**src/rtl/aes_round_ctrl.sv**
```systemverilog
// Round sequencer for an iterative AES datapath: initial key-add, NUM_ROUNDS rounds, then a done pulse.
// Optional feature: define AES_CTRL_ABORT_EN to add the abort input that cancels an in-flight block.
module aes_round_ctrl #(
  parameter int unsigned NUM_ROUNDS = 10
) (
  input  logic       clk,
  input  logic       rst,
  input  logic       start,
  input  logic       key_valid,
`ifdef AES_CTRL_ABORT_EN
  input  logic       abort,
`endif
  output logic       ok_t,
  output logic       trigger,
  output logic       is_first,
  output logic       is_last,
  output logic [4:1] round_num,
  output logic       key_req,
  output logic       busy,
  output logic       done,
  output logic [1:0] dbg_state
);

  typedef enum logic [1:0] {
    IDLE  = 2'd0,
    INIT  = 2'd1,
    ROUND = 2'd2,
    DONE  = 2'd3
  } state_e;

  localparam logic [3:0] LAST_ROUND = 4'(NUM_ROUNDS);

  state_e     state_q, state_d;
  logic [3:0] round_q, round_d;
  logic       active;
  logic       abort_w;

`ifdef AES_CTRL_ABORT_EN
  assign abort_w = abort;
`else
  assign abort_w = 1'b0;
`endif

  always_ff @(posedge clk or posedge rst) begin
    if (rst) begin
      state_q <= IDLE;
      round_q <= 4'd0;
    end else begin
      state_q <= state_d;
      round_q <= round_d;
    end
  end

  // A round only advances when its key is present; abort outranks key_valid.
  always_comb begin
    state_d = state_q;
    round_d = round_q;
    unique case (state_q)
      IDLE: begin
        if (start) begin
          state_d = INIT;
          round_d = 4'd0;
        end
      end
      INIT: begin
        if (abort_w) begin
          state_d = IDLE;
          round_d = 4'd0;
        end else if (key_valid) begin
          state_d = ROUND;
          round_d = 4'd1;
        end
      end
      ROUND: begin
        if (abort_w) begin
          state_d = IDLE;
          round_d = 4'd0;
        end else if (key_valid) begin
          if (round_q == LAST_ROUND) state_d = DONE;
          else                       round_d = round_q + 4'd1;
        end
      end
      DONE: begin
        state_d = IDLE;
        round_d = 4'd0;
      end
      default: begin
        state_d = IDLE;
        round_d = 4'd0;
      end
    endcase
  end

  // Outputs decode the registered state only; key_valid/abort gate the firing strobe.
  assign active    = (state_q == INIT) || (state_q == ROUND);
  assign ok_t      = active;
  assign key_req   = active;
  assign busy      = active;
  assign trigger   = active && key_valid && !abort_w;
  assign is_first  = (state_q == INIT);
  assign is_last   = (state_q == ROUND) && (round_q == LAST_ROUND);
  assign done      = (state_q == DONE);
  assign round_num = round_q;
  assign dbg_state = state_q;

endmodule

```
**config.mk**
```make
export PLATFORM = sky130hd
export DESIGN_NAME = aes_round_ctrl
export DESIGN_NICKNAME = d
export VERILOG_FILES = /design/src/rtl/aes_round_ctrl.sv
export SDC_FILE = /design/constraint.sdc
export NUM_CORES = 1
export LEC_CHECK = 0
export ABC_AREA = 0
export BUFFER_PORTS_ARGS = -buffer_cell sky130_fd_sc_hd__buf_2
export CORE_MARGIN = 8
export CORE_UTILIZATION = 30
export CTS_BUF_LIST = sky130_fd_sc_hd__clkbuf_2
export DETAILED_ROUTE_END_ITERATION = 7
export PLACE_DENSITY = 0.59
export SLEW_MARGIN = 40
export SYNTH_ARGS = -nofsm -noshare
export SYNTH_HDL_FRONTEND = slang
export SYNTH_SLANG_ARGS = --single-unit
```
**constraint.sdc**
```tcl
create_clock -name clk -period 5.05 [get_ports clk]
set_clock_uncertainty 0.15 [all_clocks]
set_input_delay 1.2625 -clock clk [delete_from_list [all_inputs] [get_ports clk]]
set_output_delay 1.2625 -clock clk [all_outputs]
set_load 0.02 [all_outputs]
```
Word-level counts from Yosys, hierarchy flattened

Cells that the tools add are included.

Add/subtract/negate cells: 1
Equal/unequal tests: 9
Mux-type cells: 10
Reduce and logical (&&, ||, !) cells: 6

Operators with widths:

| kind                | number |
|---|---|
| $mux 4              | 4 |
| $pmux 4 s4          | 1 |
| $mux 2              | 4 |
| $ne 2x2->1 const B  | 4 |
| $pmux 2 s4          | 1 |
| $reduce_and 4->1    | 2 |
| $add 4x1->4 const B | 1 |
| $eq 2x2->1 const B  | 2 |
| $eq 4x4->1 const B  | 1 |
| $eq 2x1->1 const B  | 1 |
| $logic_and 1x1->1   | 2 |
| $logic_not 2->1     | 1 |
| $ne 2x1->1 const B  | 1 |
| $logic_or 1x1->1    | 1 |

Register bits after elaboration: 6
Output and inout port bits: 13
Word-level logic and storage cells: 28

Logic depth before layout (Yosys ltp)

Depth in word-level cells: 4
Depth in mapped cells: 6
Mapped depth without buffers: 6

Least setup slack after synthesis

No wires, ideal clock.

Path type: input to output
Start: input port key_valid
End: output port trigger
Arrival: 1478 ps
Data required time: 3638 ps
Path slack: 2159 ps
Cell stages on the path: 1
Path buffers: 0
Cell sequence: and2_1

Word-level cells in the longest chain between the ends: 1

Ends and longest elaborated chain:

| what               | RTL line | text |
|---|---|---|
| start: declaration | 9        | `input logic key_valid,` |
| $logic_and 1x1->1  | 99       | `assign trigger = active && key_valid && !abort_w;` |
| end: declaration   | 14       | `output logic trigger,` |

Every way passes these cells.

Worst setup path after layout

Same ends and word-level chain as after synthesis.

==> impl_metrics.py <==
metrics = {
    "run_status": {
        "run_status": "completed",
    },
    "worst_setup_path": {
        "cpMostUsedCell": "buf_2",
        "cp-end-kind": "primary output",
        "worst-endpoint-arrival_ns": 1.69,
        "crit_fanout": 4,
        "path_class": "primary input to primary output",
        "cpPeakStageDelay_ns": 0.15,
        "start_kind": "primary input",
        "critical_path.top_delay_family": "buffers and inverters",
        "slowest_stage": "and2_1",
        "worst-path-buf-inv": 2,
        "crit_chain": "buf_2, and2_1, buf_2",
        "critPathRequiredTime_ns": 3.64,
    },
    "die": {
        "die-area_mm2": 0.00324,
        "die_w_um": 56.9,
        "core_area_mm2": 0.00154,
        "ioPinCount": 17,
        "die_h_um": 56.9,
        "rows": 14,
        "start_util_pct": 32.6,
    },
    "layout": {
        "regArea_um2": 150,
        "area_growth_pct": 19.9,
        "fill_cells": 164,
        "antenna_cells": 0,
        "postLayoutCoreUtil_pct": 39.1,
        "layout.cells.most_common": "buf_2",
        "layout-drive-gt1-share_pct": 39.4,
        "multi_input_area_um2": 319,
        "nNetsFinal": 79,
        "final_cell_mix": "buf_2, ha_1, dfrtp_1, inv_1",
    },
    "clocking": {
        "root_buffer": "clkbuf_2",
        "post_cts_resized": 0,
        "cts_hold_buf": 0,
        "htreeDepth": 1,
        "cts_tree": "built",
        "clk_latency_ns": 0.20,
        "cts.reportedPaths.clkPinSlew_ns": 0.05,
        "clockBufferDepth": 2,
        "clock-sinks": 6,
        "cts_made_buffers": 3,
        "cts_setup_buffers": 0,
    },
    "power": {
        "p_comb_share_pct": 71.8,
        "clkPwrFrac_pct": 7.7,
        "cellPowerDensity_mw_per_mm2": 650,
        "p_leak_uw": 0.000352,
        "p_int_uw": 191,
        "swShare_pct": 51.3,
        "p_seq_share_pct": 20.5,
        "p_sw_uw": 201,
        "irDropWorstVdd_mv": 0.293,
    },
    "drt": {
        "routed_wl_um": 1000,
        "drtIter0Drc": 1,
        "vias_per_cell": 4.84,
        "antenna_left": 0,
        "wl_per_cell_um": 12.2,
        "drt_first_pass_iters": 2,
        "dr_total_vias": 397,
        "drc": 0,
    },
    "sta": {
        "fmax_mhz": 322,
        "finalSetupViolations": 0,
        "fin_tns_setup_ns": 0,
        "rsz0062_at_grt": "false",
        "slew_viol_final": 0,
        "hold_viol_final": 0,
        "period_share_pct": 61.4,
        "slew_headroom_pct": 85.0,
        "tightest_slew_ns": 0.223,
        "fin_ws_ns": 1.95,
        "period_minus_slack_ns": 3.10,
    },
    "grt": {
        "grt_antenna_before_repair": 0,
        "grt.total_usage_pct": 6.87,
        "gr-total-overflow": 0,
        "grt_max_degree": 10,
        "grt_pass1_vias": 398,
        "grt_pass1_wl_um": 1840,
    },
    "synth": {
        "ys_warn_count": 0,
        "ys_seq_area_share_pct": 29.9,
        "async_flop_share_pct": 100,
        "synth_edf_count": 0,
        "synthCells": 49,
        "synth_seq_cells": 6,
        "synthesis.area_um2": 503,
        "synthDistinctLibCells": 25,
        "synthFlopType": "dfrtp_1",
        "syn-num-nets": 60,
        "synth.avg_cell_area_um2": 10.3,
    },
    "place": {
        "dp_hpwl_um": 844,
        "gp_congestion": 0.684,
        "dpl_worst_slack_ns": 1.95,
        "io_buffer_count": 16,
    },
    "hold_path": {
        "hold_path_class": "flip-flop to flip-flop",
    },
    "job": {
        "cap_violations": 0,
    },
}
layer usage:
layer	part of all wire [%]	track usage, %
met4	0.50	4.03
met5	0	0
met2	46	10.1
met3	4.5	2.65
met1	49	8.29
cells by family (layout without fill, tap and decap cells):
logic type	count (synthesis)	after routing	synth area share (%)
DFF	6	6	29.8
and+or+nand+nor	21	21	28.1
AOI/OAI and AO/OA	6	6	11.9
buffers and inverters	7	24	6.71
muxes	2	2	5.97
adders and majority gates	7	7	17.4
final timing paths:
path | startpoint | to | slack, ns | cells past startpoint
min in group asynchronous | rst | round_num[2] | 0.80 | 2
setup reg to reg | dbg_state[0] | dbg_state[1] | 3.21 | 6
max in group asynchronous | rst | dbg_state[0] | 3.76 | 2
hold reg to reg | round_num[4] | round_num[4] | 0.44 | 1
hold / removal | round_num[4] | round_num[4] | 0.44 | 1
setup / recovery | key_valid | trigger | 1.95 | 3
area by class of cell:
type                    count  share of cell area [%]
flip-flops and latches      6                    24.9
repair buffers             16                    13.3
inverters                   5                    3.11
multi-input cells          36                    52.9
clock buffers               3                    2.49
well taps                  16                    3.32
stage by stage:
stage,area (um^2),hold WS [ns],cells,total power (uW)
6_report,603,0.439,82,392
5_1_grt,603,0.482,82,433
4_1_cts,603,0.442,82,399
3_5_place_dp,588,0.427,79,367
3_3_place_gp,588,0.431,79,366
2_1_floorplan,503,0.522,49,311
power by group through the flow:
stage / registers [uW] / clock network (uW) / logic (uW)
3_5_place_dp: 81.3 / 0 / 285
6_report: 80.4 / 30.1 / 282
4_1_cts: 80.2 / 32.5 / 287
2_1_floorplan: 93.0 / 0 / 218
5_1_grt: 82.7 / 37.4 / 313
3_3_place_gp: 80.6 / 0 / 285
synth_stat cells, types with 2 or more instances:
cell type,number,area [um^2]
buf_4,2,15.0
nor4_1,3,18.8
ha_1,7,87.6
nand2_1,3,11.3
dfrtp_1,6,150
mux2_4,2,30.0
nor2_1,3,11.3
a211o_1,3,26.3
inv_1,4,15.0
flip-flops by register name, indices dropped and copies added, names as in the netlist:
name and count:
dbg_state 2, round_num 4
Note: power is estimated with default switching activity, not from simulation.
